File: src/rtl/ctrl_pkg.sv
// Shared definitions for the control-word pipeline: field map, cause codes,
// exception FSM encoding.
package ctrl_pkg;

    localparam int CW  = 11;
    localparam int PCW = 32;

    localparam int CTRL_JUMP     = 10;
    localparam int CTRL_BRANCH   = 9;
    localparam int CTRL_MEMTOREG = 8;
    localparam int CTRL_MEMWRITE = 7;
    localparam int CTRL_MEMREAD  = 6;
    localparam int CTRL_ALUOP_HI = 5;
    localparam int CTRL_ALUOP_LO = 4;
    localparam int CTRL_EXC      = 3;
    localparam int CTRL_ALUSRC   = 2;
    localparam int CTRL_REGWRITE = 1;
    localparam int CTRL_REGDST   = 0;

    localparam logic [4:0] EXC_CODE_RI = 5'd10;

    typedef enum logic {
        ST_RUN = 1'b0,
        ST_EXC = 1'b1
    } exc_state_e;

    // Only a real instruction carrying the decode exception bit may fault.
    function automatic logic ctrl_faults(
        input logic [CW-1:0] ctrl,
        input logic          valid
    );
        return valid & ctrl[CTRL_EXC];
    endfunction

endpackage

File: src/rtl/ctrl_stage_reg.sv
// Generic pipeline stage register: control word, PC and valid bit.
// Bubble takes priority over load and clears all three fields.
module ctrl_stage_reg #(
    parameter int CW  = 11,
    parameter int PCW = 32
) (
    input  logic           clk,
    input  logic           rst_n,
    input  logic           load_i,
    input  logic           bubble_i,
    input  logic [CW-1:0]  ctrl_i,
    input  logic [PCW-1:0] pc_i,
    input  logic           valid_i,
    output logic [CW-1:0]  ctrl_o,
    output logic [PCW-1:0] pc_o,
    output logic           valid_o
);

    logic [CW-1:0]  ctrl_q;
    logic [PCW-1:0] pc_q;
    logic           valid_q;

    always_ff @(posedge clk or negedge rst_n) begin
        if (!rst_n) begin
            ctrl_q  <= '0;
            pc_q    <= '0;
            valid_q <= 1'b0;
        end else if (bubble_i) begin
            ctrl_q  <= '0;
            pc_q    <= '0;
            valid_q <= 1'b0;
        end else if (load_i) begin
            ctrl_q  <= ctrl_i;
            pc_q    <= pc_i;
            valid_q <= valid_i;
        end
    end

    assign ctrl_o  = ctrl_q;
    assign pc_o    = pc_q;
    assign valid_o = valid_q;

endmodule

File: src/rtl/ctrl_pipe.sv
// Control-word pipeline ID/EX -> EX/MEM -> MEM/WB with bubbles, squash and
// precise exception capture at EX. Optional counters: CTRL_PIPE_PERF_EN.
module ctrl_pipe #(
    parameter int         CW          = ctrl_pkg::CW,
    parameter int         PCW         = ctrl_pkg::PCW,
    parameter logic [4:0] EXC_CODE_RI = ctrl_pkg::EXC_CODE_RI
) (
    input  logic           clk,
    input  logic           rst_n,
    input  logic [CW-1:0]  id_ctrl,
    input  logic [PCW-1:0] id_pc,
    input  logic           id_valid,
    input  logic           stall,
    input  logic           ex_taken,
    input  logic           exc_ack,
    output logic [CW-1:0]  ex_ctrl,
    output logic [CW-1:0]  mem_ctrl,
    output logic [CW-1:0]  wb_ctrl,
    output logic [PCW-1:0] ex_pc,
    output logic           flush_if_id,
    output logic           exc_valid,
    output logic [PCW-1:0] epc,
    output logic [4:0]     cause
`ifdef CTRL_PIPE_PERF_EN
    ,
    output logic [31:0]    bubble_cnt,
    output logic [31:0]    flush_cnt,
    output logic [31:0]    exc_cnt
`endif
);

    import ctrl_pkg::*;

    exc_state_e     state_q;
    logic           exc_valid_q;
    logic [PCW-1:0] epc_q;
    logic [4:0]     cause_q;

    logic [CW-1:0]  ex_ctrl_q;
    logic [PCW-1:0] ex_pc_q;
    logic           ex_valid_q;
    logic [CW-1:0]  mem_ctrl_q;
    logic [PCW-1:0] mem_pc_q;
    logic           mem_valid_q;
    logic [CW-1:0]  wb_ctrl_q;
    logic [PCW-1:0] wb_pc_q;
    logic           wb_valid_q;

    logic in_exc;
    logic exc_cap;
    logic ex_bubble;
    logic mem_bubble;
    logic unused_wb_bits;

    assign in_exc  = (state_q == ST_EXC);
    assign exc_cap = ~in_exc & ctrl_faults(ex_ctrl_q, ex_valid_q);

    // Exception outranks a taken branch; stall and taken both just bubble.
    assign ex_bubble  = in_exc | exc_cap | stall | ex_taken;
    assign mem_bubble = exc_cap;

    assign flush_if_id = rst_n & (ex_taken | exc_cap | in_exc);

    ctrl_stage_reg #(
        .CW  (CW),
        .PCW (PCW)
    ) u_ex_reg (
        .clk      (clk),
        .rst_n    (rst_n),
        .load_i   (1'b1),
        .bubble_i (ex_bubble),
        .ctrl_i   (id_ctrl),
        .pc_i     (id_pc),
        .valid_i  (id_valid),
        .ctrl_o   (ex_ctrl_q),
        .pc_o     (ex_pc_q),
        .valid_o  (ex_valid_q)
    );

    ctrl_stage_reg #(
        .CW  (CW),
        .PCW (PCW)
    ) u_mem_reg (
        .clk      (clk),
        .rst_n    (rst_n),
        .load_i   (1'b1),
        .bubble_i (mem_bubble),
        .ctrl_i   (ex_ctrl_q),
        .pc_i     (ex_pc_q),
        .valid_i  (ex_valid_q),
        .ctrl_o   (mem_ctrl_q),
        .pc_o     (mem_pc_q),
        .valid_o  (mem_valid_q)
    );

    ctrl_stage_reg #(
        .CW  (CW),
        .PCW (PCW)
    ) u_wb_reg (
        .clk      (clk),
        .rst_n    (rst_n),
        .load_i   (1'b1),
        .bubble_i (1'b0),
        .ctrl_i   (mem_ctrl_q),
        .pc_i     (mem_pc_q),
        .valid_i  (mem_valid_q),
        .ctrl_o   (wb_ctrl_q),
        .pc_o     (wb_pc_q),
        .valid_o  (wb_valid_q)
    );

    // WB PC and valid are carried for the datapath's benefit only.
    assign unused_wb_bits = ^{wb_pc_q, wb_valid_q};

    always_ff @(posedge clk or negedge rst_n) begin
        if (!rst_n) begin
            state_q     <= ST_RUN;
            exc_valid_q <= 1'b0;
            epc_q       <= '0;
            cause_q     <= '0;
        end else begin
            unique case (state_q)
                ST_RUN: begin
                    if (exc_cap) begin
                        state_q     <= ST_EXC;
                        exc_valid_q <= 1'b1;
                        epc_q       <= ex_pc_q;
                        cause_q     <= EXC_CODE_RI;
                    end
                end
                ST_EXC: begin
                    if (exc_ack) begin
                        state_q     <= ST_RUN;
                        exc_valid_q <= 1'b0;
                    end
                end
            endcase
        end
    end

`ifdef CTRL_PIPE_PERF_EN
    logic [31:0] bubble_cnt_q;
    logic [31:0] flush_cnt_q;
    logic [31:0] exc_cnt_q;
    logic        stall_bubble;

    assign stall_bubble = stall & ~ex_taken & ~in_exc & ~exc_cap;

    always_ff @(posedge clk or negedge rst_n) begin
        if (!rst_n) begin
            bubble_cnt_q <= '0;
            flush_cnt_q  <= '0;
            exc_cnt_q    <= '0;
        end else begin
            if (stall_bubble && bubble_cnt_q != 32'hFFFF_FFFF)
                bubble_cnt_q <= bubble_cnt_q + 32'd1;
            if (ex_taken && flush_cnt_q != 32'hFFFF_FFFF)
                flush_cnt_q <= flush_cnt_q + 32'd1;
            if (exc_cap && exc_cnt_q != 32'hFFFF_FFFF)
                exc_cnt_q <= exc_cnt_q + 32'd1;
        end
    end

    assign bubble_cnt = bubble_cnt_q;
    assign flush_cnt  = flush_cnt_q;
    assign exc_cnt    = exc_cnt_q;
`endif

    assign ex_ctrl   = ex_ctrl_q;
    assign mem_ctrl  = mem_ctrl_q;
    assign wb_ctrl   = wb_ctrl_q;
    assign ex_pc     = ex_pc_q;
    assign exc_valid = exc_valid_q;
    assign epc       = epc_q;
    assign cause     = cause_q;

endmodule

File: config.mk
export PLATFORM = sky130hd
export DESIGN_NAME = ctrl_pipe
export DESIGN_NICKNAME = d
export VERILOG_FILES = /design/src/rtl/ctrl_pkg.sv /design/src/rtl/ctrl_stage_reg.sv /design/src/rtl/ctrl_pipe.sv
export SDC_FILE = /design/constraint.sdc
export NUM_CORES = 1
export LEC_CHECK = 0
export BUFFER_PORTS_ARGS = -buffer_cell sky130_fd_sc_hd__buf_2
export CORE_MARGIN = 10
export CORE_UTILIZATION = 46
export DETAILED_ROUTE_END_ITERATION = 8
export HOLD_SLACK_MARGIN = 0.03
export PLACE_DENSITY_LB_ADDON = 0.3
export SLEW_MARGIN = 20
export SYNTH_ARGS = -nofsm -noshare
export SYNTH_HDL_FRONTEND = slang
export SYNTH_SLANG_ARGS = --single-unit
File: constraint.sdc
create_clock -name clk -period 1.7 [get_ports clk]
set_input_delay 0 -clock clk [delete_from_list [all_inputs] [get_ports clk]]
set_output_delay 0 -clock clk [all_outputs]
set_load 0.05 [all_outputs]
# Word-level counts from Yosys, hierarchy flattened
# Cells that the tools add are included.
[totals]
reg_bits = 101
in_bits = 49
[op_classes]
eq_ne = 2
muxes = 10
bitwise = 9
n_reduce_logical = 2
[op_table]
columns = ["operator", "count"]
rows = [
  ["32-bit two-way mux", 1],
  ["11-bit two-way mux", 2],
  ["1-bit two-way mux", 5],
  ["1-bit OR", 5],
  ["2-bit inequality test, second input constant", 2],
  ["1-bit one-hot mux with 2 select lines", 2],
  ["2-bit AND reduction", 2],
  ["1-bit AND", 3],
  ["1-bit inverter", 1],
]

# Longest topological paths before layout
# Gate-level depths: netlist of run 1.
[logic_depth]
ltp_word = 6
depth_mapped = 3

# Hierarchy
# A second synthesis of run 1 with hierarchy kept.
[hier_totals]
cells_unflattened = 513
hier_area_um2 = 6936.7
[by_module_without_submodules]
columns = ["module", "n_inst", "cells_each", "area_each_um2"]
rows = [
  ["ctrl_stage_reg", 3, 142, 1818.0],
  ["ctrl_pipe", 1, 87, 1482.7],
]

# Worst setup path after synthesis of run 1
# Ideal clock, no wire load.
[synth_path]
path_kind = "reg-to-output"
from = "reg u_ex_reg.ctrl_q[3] (netlist: u_ex_reg.ctrl_o[3])"
to = "out flush_if_id"
arrival_time_ns = 1.999
slack_ns = -0.299
stages_incl_launch_ff = 3
n_path_buf = 0
cell_sequence = "dfrtp_1 -> a21oi_1 -> a21boi_0"
[synth_between]
elab_chain_cells = 5
[synth_rtl]
columns = ["item", "line_no", "text"]
rows = [
  ["from (decl)", "ctrl_stage_reg.sv:19", "logic [CW-1:0] ctrl_q;"],
  ["from (signal assigned)", "ctrl_stage_reg.sv:33", "ctrl_q <= ctrl_i;"],
  ["1-bit AND", "ctrl_pkg.sv:32", "return valid & ctrl[CTRL_EXC];"],
  ["1-bit AND", "ctrl_pipe.sv:56", "assign exc_cap = ~in_exc & ctrl_faults(ex_ctrl_q, ex_valid_q);"],
  ["1-bit OR (2 in a row)", "ctrl_pipe.sv:62", "assign flush_if_id = rst_n & (ex_taken | exc_cap | in_exc);"],
  ["1-bit AND", "ctrl_pipe.sv:62", ""],
  ["to (decl)", "ctrl_pipe.sv:20", "output logic flush_if_id,"],
]
# No other way between the ends.

# Worst setup path after layout of run 1
# Same ends and word-level chain as after synthesis.

==> results of run 1 <==
## cell type report
cell class | instances | area, um2 | area share (%)
timing repair buffer | 199 | 1280 | 25.7
inverter | 2 | 7.51 | 0.151
clock buffer | 13 | 149 | 3.00
tap | 99 | 124 | 2.50
multi-input combinational | 98 | 832 | 16.8
clock inverter | 3 | 45.0 | 0.908
sequential | 101 | 2530 | 50.9
## where the power goes
group          internal (uW)  switching (uW)  leakage [uW]  total (uW)
Sequential              2520            59.5       0.00136        2580
Combinational            282             657       0.00135         939
Clock                    723             753     0.0000899        1480
Total                   3530            1470       0.00280        5000
## flip-flops by register name, summed over array words and instances (netlist names)
register	flops
u_ex_reg.ctrl_o	11
exc_valid	1
u_mem_reg.ctrl_o	11
epc	32
u_ex_reg.valid_o	1
u_ex_reg.pc_o	32
cause	1
u_wb_reg.ctrl_o	11
in_exc	1
## stage by stage
stage | util [%] | hold WS, ps | worst slack [ps] | instances | total power, uW
finish | 68.4 | 169 | 251 | 515 | 5000
global route | 68.4 | 163 | 159 | 515 | 5220
CTS | 68.4 | 170 | 285 | 515 | 5050
detailed placement | 59.4 | 114 | 331 | 453 | 3500
global placement | 59.4 | 112 | 365 | 453 | 3480
floorplan | - | -296 | 64.2 | 213 | 3220
## cells by family after synthesis
kind of cell	count (synthesis)
compound gates	7
buf+inv	14
flops	101
mux	32
other cells	1
simple gates	56
## path summary, 6_finish.rpt
| check | startpoint | endpoint | slack, ps | cells past startpoint |
|---|---|---|---|---|
| min reg2reg | u_mem_reg.ctrl_o[8]$_DFF_PN0_ | u_wb_reg.ctrl_o[8]$_DFF_PN0_ | 380 | 0 |
| min | stall | u_ex_reg.ctrl_o[8]$_DFF_PN0_ | 170 | 4 |
| min in group asynchronous | rst_n | u_mem_reg.ctrl_o[8]$_DFF_PN0_ | 260 | 3 |
| max | u_ex_reg.ctrl_o[3]$_DFF_PN0_ | flush_if_id | 250 | 3 |
| max in group asynchronous | rst_n | u_ex_reg.pc_o[17]$_DFF_PN0_ | 1070 | 3 |
| max reg2reg | u_ex_reg.valid_o$_DFF_PN0_ | u_ex_reg.pc_o[2]$_DFF_PN0_ | 320 | 3 |
## cell usage in the layout, fill, tap and decap left out
| cell | n |
|---|---|
| and2_2 | 33 |
| conb_1 | 3 |
| a21boi_0 | 1 |
| o21ai_0 | 1 |
| clkbuf_8 | 10 |
| clkinvlp_4 | 2 |
| inv_1 | 2 |
| buf_4 | 2 |
| and2_1 | 21 |
| nand2b_1 | 1 |
| bufinv_16 | 1 |
| dfrtp_1 | 101 |
| mux2_2 | 32 |
| clkbuf_1 | 3 |
| nand3b_2 | 1 |
| a2111oi_4 | 1 |
| buf_12 | 3 |
| buf_2 | 148 |
| a21oi_1 | 2 |
| a21boi_1 | 1 |
| o22ai_1 | 1 |
| dlygate4sd3_1 | 46 |
## per-layer routing
metal,part of all wire (%),global-route usage (%)
met3,7.9,6.64
met5,0,0
met2,54,27.7
met4,1.0,4.06
met1,37,15.4
## critical path, stage by stage, from the launching register on
cell,delay (ps)
dfrtp_1,480
a21oi_1,110
a21boi_1,200
buf_2,300
==> metrics.cfg, run 1 <==
[synth]
synthSimpleGateAreaFrac_pct=11.6
synthAdderAreaFrac_pct=0
synth_flop_cell=dfrtp_1
synth_common_cells=dfrtp_1, and2_2, mux2_2, and2_1
avgSynthCellArea_um2=16.2
synthArstFlopShare_pct=100
netlist_area_um2=3430
netlist.area_leader.share_pct=73.7
yosysUniqueCellTypes=17
synth_top_family_by_area=simple AND/OR/NAND/NOR gates
ys_seq_elements=101
syn_inst=211
synth_compound_area_share_pct=1.86
ys_top_cells_by_area=dfrtp_1, mux2_2, and2_2, and2_1, buf_4
synth_most_common_cell=dfrtp_1
yosysWarnings=0
synth_xor_area_share_pct=0
synth_area_leader_cell=dfrtp_1
synth_edf_count=0
yosysSeqAreaShare_pct=73.7
muxShareOfSynthArea_pct=10.5

[worst_setup_path]
worst_ep_required_time_ps=1700
arrival_ps=1450
critPathMaxFanout=6
start_kind=flop
cp-end-kind=output port
criticalPathCategory=reg -> out

[clocking]
clock_path_buffers=2
cts_hold_buf=46
cts_setup_buffers=0
clock_sinks=101
cts.clk_slew.worst_paths_ps=90
clk_latency_ps=350
ctsResizeCount=0
cts-root-buf=clkbuf_8
cts_made_buffers=9
h-tree-depth=3
tritoncts=yes

[route]
num_vias=2276
vias_per_cell=4.42
first_iter_violations=36
drtPass1Iterations=2
wirelength_um=8430
remaining_drc_errors=0
drtAntennaViolNets=0
wl_per_cell_um=16.4

[layout]
final_cell_area_um2=4960
diodes=0
nFillCells=519
area_growth_pct=44.7
nets=460
drive_gt1_share_pct=56.0

[floorplan]
io_pins=153
dieWidth_um=106
core_um2=7250
start_util_pct=47.3
fp.dieH_um=106
fp-row-count=31
die-area_um2=11300

[grt]
grtUsageTotal_pct=15.2
gr-total-overflow=0
grt_pass1_wl_um=13600
grt_pass1_vias=2619
grt_max_degree=102
antenna_found_initial=0

[sta]
min_period_ps=1450
rsz0062_at_grt=false
worst_pin_slew_ps=500
fmax_mhz=690
fin_setup_tns_ps=0
drv_slew=0
hold_violations=0
post-route-period-util_pct=85.2
max-slew-margin-rel_pct=66.6
setup_violations=0
clock_skew_ps=6.95

[run]
cap_violations=0

[placed_design]
placed_area_um2=4310
numPortBuffers=149
place_congestion=0.793
dp_hpwl_um=5680

[pwr]
power_density_nw_per_um2=1010
power.leakage_uw=0.00280
peakVddDrop_mv=0.512

[run_status]
status=finished, final reports clean

[min_path]
hold_path_class=in -> reg

(Power assumes the default switching activity.)
==> inputs of run 2 (changes only) <==
BUFFER_PORTS_ARGS = default   (was -buffer_cell sky130_fd_sc_hd__buf_2)
CORE_UTILIZATION = 61   (was 46)
DONT_BUFFER_PORTS = 1   (was default)
SETUP_SLACK_MARGIN = 0.1   (was default)
==> run 2 against run 1 <==
- the run now ends with hold timing left
- fmax fell by 3.3%
- clock skew fell by 1.4 ps
- core utilization rose by 7.7 points
- worst setup slack got worse by 50 ps
- design area fell by 16%
- routed wire length fell by 5.0%
- first-iteration DRC count fell by 5.6%
- count of clock-buffer cells in the layout did not move
- global-route usage rose by 3.2 points
==> metrics.cfg, run 2 (synthesis results as in run 1) <==
[route]
wirelength_um=8000  ; was 8430 um
drtAntennaViolNets=0  ; unchanged
wl_per_cell_um=23.5  ; was 16.4 um
num_vias=1764  ; was 2,276
remaining_drc_errors=0  ; unchanged
vias_per_cell=5.19  ; was 4.42
drtPass1Iterations=4  ; was 2
first_iter_violations=34  ; was 36

[clocking]
clk_latency_ps=340  ; was 350 ps
cts_made_buffers=9  ; unchanged
clock_sinks=101  ; unchanged
clock_path_buffers=2  ; unchanged
cts_hold_buf=45  ; was 46
tritoncts=yes  ; unchanged
cts.clk_slew.worst_paths_ps=90  ; about the same
cts-root-buf=clkbuf_8  ; unchanged
h-tree-depth=3  ; unchanged
ctsResizeCount=0  ; unchanged
cts_setup_buffers=0  ; unchanged

[placed_design]
placed_cells=278  ; was 453
dp_hpwl_um=5340  ; was 5680 um
numPortBuffers=0  ; was 149
dpl_worst_slack_ps=343  ; was 331 ps
place_congestion=0.735  ; was 0.793
placed_area_um2=3520  ; was 4310 um2

[sta]
fmax_mhz=667  ; was 690 MHz
max-slew-margin-rel_pct=62.3  ; was 66.6%
min_period_ps=1500  ; was 1450 ps
worst_slack_ps=201  ; was 251 ps
fin_setup_tns_ps=0  ; unchanged
drv_slew=0  ; unchanged
post-route-period-util_pct=88.2  ; was 85.2%
hold_violations=101  ; was 0
holdWs_ps=-654  ; was 169 ps
setup_violations=0  ; unchanged
worst_pin_slew_ps=566  ; was 500 ps
clock_skew_ps=5.51  ; was 6.95 ps
rsz0062_at_grt=false  ; unchanged

[worst_setup_path]
path_cells=buf_4, a21oi_1, a21boi_2, buf_4  ; was a21oi_1, a21boi_1, buf_2
worst_ep_required_time_ps=1700  ; about the same
cp_slowest_cell=dfrtp_1  ; unchanged
max_stage_delay_ps=430  ; was 480 ps
arrival_ps=1500  ; was 1450 ps
critPathMaxFanout=4  ; was 6
cp-end-kind=output port  ; unchanged
start_kind=flop  ; unchanged
criticalPathCategory=reg -> out  ; unchanged
crit_top_cell=buf_4

[run_status]
status=finished with violations  ; was finished, final reports clean
violations=hold timing

[layout]
layout_commonest_cell=dfrtp_1  ; was buf_2
final_cell_mix=dfrtp_1, dlygate4sd3_1, and2_2  ; was buf_2, dfrtp_1, dlygate4sd3_1
area_growth_pct=21.5  ; was 44.7%
final_cells=340  ; was 515
nets=311  ; was 460
nFillCells=327  ; was 519
drive_gt1_share_pct=33.0  ; was 56.0%
final_cell_area_um2=4160  ; was 4960 um2

[pwr]
peakVddDrop_mv=0.682  ; was 0.512 mV
power_density_nw_per_um2=1130  ; was 1010 nW/um2
power.leakage_uw=0.00209  ; was 0.00280 uW

[grt]
grtUsageTotal_pct=18.4  ; was 15.2%
grt_max_degree=103  ; was 102
gr-total-overflow=0  ; unchanged
antenna_found_initial=0  ; unchanged
grt_pass1_wl_um=12300  ; was 13,600 um
grt_pass1_vias=2051  ; was 2,619

[floorplan]
fp.dieH_um=95.0  ; was 106 um
fp-row-count=27  ; was 31
start_util_pct=62.6  ; was 47.3%
die-area_um2=9020  ; was 11,300 um2
core_um2=5470  ; was 7250 um2
dieWidth_um=95.0  ; was 106 um
io_pins=153  ; unchanged

[min_path]
hold_path_class=in -> async  ; was in -> reg

[run]
cap_violations=0  ; unchanged

[run 2: changes by cell type in the layout (fill, tap and decap cells not counted), moves of 2 or more]
cell	previous run	this run
buf_2	148	0
clkinvlp_4	2	0
clkinv_2	0	2
clkbuf_1	3	1
clkbuf_8	10	12
[run 2: layer usage]
layer / GRT usage (%) / wire length [um]
met1: 18.0 / 2630
met2: 32.6 / 4310
met3: 9.52 / 996
met4: 6.48 / 65
met5: 0 / 0
[run 2: area by class of cell]
type,count,area (um2),share of cell area (%)
flip-flops and latches,101,2530,60.7
multi-input cells,98,836,20.1
repair buffers,50,513,12.3
clock buffers,13,169,4.06
well taps,72,90.1,2.16
clock inverters,3,18.8,0.451
inverters,2,7.51,0.180
diodes,1,2.50,0.0601
[run 2: through the flow]
stage,util [%],power [uW]
detailed placement,64.4,3290
floorplan,-,3220
global placement,64.4,3270
CTS,76.0,4740
global route,76.0,4900
finish,76.1,4710
[run 2: where the power goes]
| part | leakage (uW) | switching [uW] | total (uW) | internal (uW) |
|---|---|---|---|---|
| Sequential | 0.00136 | 503 | 3020 | 2510 |
| Clock | 0.0000994 | 737 | 1390 | 652 |
| Combinational | 0.000630 | 140 | 303 | 163 |
[run 2: final timing paths]
kind / slack [ps] / end / startpoint / cells after the start
min in group clk: 50 / u_ex_reg.ctrl_o[1]$_DFF_PN0_ / stall / 3
worst max register to register: 300 / epc[24]$_DFFE_PN0P_ / in_exc$_DFF_PN0_ / 3
worst min-delay path: -650 / epc[26]$_DFFE_PN0P_ / rst_n / 0
worst min register to register: 480 / cause[1]$_DFFE_PN0P_ / cause[1]$_DFFE_PN0P_ / 1
max in group asynchronous: 2250 / u_ex_reg.ctrl_o[3]$_DFF_PN0_ / rst_n / 0
worst max-delay path: 200 / flush_if_id / u_ex_reg.ctrl_o[3]$_DFF_PN0_ / 4
[run 2: critical path, delay by kind of cell, from the launching register on]
| kind | cells | cell delay (ps) |
|---|---|---|
| buf+inv | 2 | 470 |
| flops | 1 | 430 |
| compound gates | 2 | 270 |
==> inputs of run 3 (changes only) <==
MAX_ROUTING_LAYER = met4   (was default)
SLEW_MARGIN = 5   (was 20)
==> run 3 against run 2 <==
- the flow still finishes with violations (hold timing)
- register-to-register slack better by 20 ps
- core utilization unchanged
- combinational power about the same
- sequential cell count unchanged
- fmax about the same
- sequential power about the same
- critical endpoint unchanged
- highest routed layer unchanged
==> metrics.cfg, run 3 (synthesis results as in run 1) <==
[run_status]
status=finished with violations  ; unchanged
violations=hold timing  ; unchanged

[pwr]
p_seq_share_pct=64.1  ; about the same
combPwrFrac_pct=6.4  ; about the same
switching_share_pct=29.3  ; about the same
peakVddDrop_mv=0.680  ; was 0.682 mV
power_frac_clock_pct=29.5  ; about the same
power_switching_uw=1380  ; about the same
p_total_uw=4710  ; about the same
p_int_uw=3330  ; about the same
power_density_nw_per_um2=1130  ; about the same
power.leakage_uw=0.00209  ; unchanged

[worst_setup_path]
criticalPathCategory=reg -> out  ; unchanged
regToRegEndpoint=epc[13]$_DFFE_PN0P_  ; was epc[24]$_DFFE_PN0P_
start_kind=flop  ; unchanged
cp_num_cells=4  ; unchanged
critPathMaxFanout=4  ; unchanged
cp-end-kind=output port  ; unchanged
cp_slowest_cell=dfrtp_1  ; unchanged
path_cells=buf_4, a21oi_1, a21boi_2, buf_4  ; unchanged
worst_ep_required_time_ps=1700  ; about the same
r2r_cells=3  ; unchanged
cp-startpoint=u_ex_reg.ctrl_o[3]$_DFF_PN0_  ; unchanged
cp.buffers_inverters=2  ; unchanged
crit_top_cell=buf_4  ; unchanged
critPathCapture=flush_if_id  ; unchanged
crit_family=buffers and inverters  ; unchanged
arrival_ps=1500  ; about the same
rr_startpoint=in_exc$_DFF_PN0_  ; unchanged
max_stage_delay_ps=430  ; about the same
r2r_setup_slack_ps=320  ; was 300 ps

[clocking]
clock_path_buffers=2  ; unchanged
tritoncts=yes  ; unchanged
ctsResizeCount=0  ; unchanged
clock_sinks=101  ; unchanged
cts_made_buffers=9  ; unchanged
cts-root-buf=clkbuf_8  ; unchanged
h-tree-depth=3  ; unchanged
cts_hold_buf=45  ; unchanged
cts.clk_slew.worst_paths_ps=90  ; about the same
cts_setup_buffers=0  ; unchanged
clk_latency_ps=340  ; about the same

[placed_design]
numPortBuffers=0  ; unchanged
dpl_worst_slack_ps=343  ; unchanged
placed_cells=278  ; unchanged
dp_hpwl_um=5340  ; unchanged
place_congestion=0.744  ; was 0.735

[route]
wl_per_cell_um=23.5  ; about the same
num_vias=1749  ; was 1,764
remaining_drc_errors=0  ; unchanged
drtPass1Iterations=4  ; unchanged
first_iter_violations=21  ; was 34
drtAntennaViolNets=0  ; unchanged
vias_per_cell=5.14  ; was 5.19
wirelength_um=7980  ; was 8000 um

[floorplan]
dieWidth_um=95.0  ; unchanged
start_util_pct=62.6  ; unchanged
io_pins=153  ; unchanged
fp.dieH_um=95.0  ; unchanged
die-area_um2=9020  ; unchanged
fp-row-count=27  ; unchanged
core_um2=5470  ; unchanged

[layout]
layout_commonest_cell=dfrtp_1  ; unchanged
final_cell_mix=dfrtp_1, dlygate4sd3_1, and2_2  ; unchanged
nets=311  ; unchanged
nFillCells=327  ; unchanged
area_growth_pct=21.5  ; unchanged
drive_gt1_share_pct=33.0  ; unchanged
seq_area_um2=2530  ; unchanged
final_cells=340  ; unchanged
multiInputGateArea_um2=836  ; unchanged

[grt]
grtUsageTotal_pct=19.0  ; was 18.4%
grt_max_degree=103  ; unchanged
grt_pass1_wl_um=12300  ; unchanged
grt_pass1_vias=2060  ; was 2,051
gr-total-overflow=0  ; unchanged
antenna_found_initial=0  ; unchanged

[sta]
setup_violations=0  ; unchanged
fmax_mhz=667  ; about the same
clock_skew_ps=4.88  ; was 5.51 ps
rsz0062_at_grt=false  ; unchanged
drv_slew=0  ; unchanged
max-slew-margin-rel_pct=62.4  ; was 62.3%
worst_slack_ps=200  ; was 201 ps
worst_pin_slew_ps=564  ; was 566 ps
fin_setup_tns_ps=0  ; unchanged
post-route-period-util_pct=88.2  ; about the same
hold_violations=101  ; unchanged
min_period_ps=1500  ; about the same
holdWs_ps=-653  ; was -654 ps

[run]
cap_violations=0  ; unchanged

[min_path]
hold_path_class=in -> async  ; unchanged

[run 3: final cells by class]
| type | instances | area share, % |
|---|---|---|
| clock inverter | 3 | 0.451 |
| antenna | 1 | 0.0601 |
| clock buffer | 13 | 4.06 |
| tap | 72 | 2.16 |
| multi-input combinational | 98 | 20.1 |
| inverter | 2 | 0.180 |
| timing repair buffer | 50 | 12.3 |
| sequential | 101 | 60.7 |
[run 3: how the worst min path moves through the flow]
stage	to	cells past startpoint	slack, ps	start
after global placement	epc[26]$_DFFE_PN0P_	0	-290	rst_n
after floorplan	cause[1]$_DFFE_PN0P_	0	-300	rst_n
after detailed placement	epc[26]$_DFFE_PN0P_	0	-290	rst_n
after CTS	epc[26]$_DFFE_PN0P_	0	-670	rst_n
final	epc[26]$_DFFE_PN0P_	0	-650	rst_n
after global routing	u_ex_reg.pc_o[19]$_DFF_PN0_	0	-690	rst_n
[run 3: stage by stage]
stage	util (%)	area (um2)
2_1_floorplan	-	3440
3_3_place_gp	64.4	3520
3_5_place_dp	64.4	3520
4_1_cts	76.0	4160
5_1_grt	76.0	4160
6_report	76.1	4160
[run 3: layer usage]
layer | part of all wire [%] | vias up | global-route usage, %
li1 | - | 776 | -
met3 | 11 | 7 | 8.17
met2 | 54 | 93 | 32.8
met1 | 34 | 873 | 18.7
met4 | 0.81 | 0 | 6.48
met5 | 0 | - | -
[run 3: power by group through the flow]
| stage | sequential [uW] | combinational [uW] | clock (uW) |
|---|---|---|---|
| finish | 3020 | 302 | 1390 |
| global placement | 3060 | 205 | 0 |
| global route | 3040 | 327 | 1530 |
| CTS | 3020 | 300 | 1410 |
| detailed placement | 3070 | 217 | 0 |
| floorplan | 3060 | 166 | 0 |
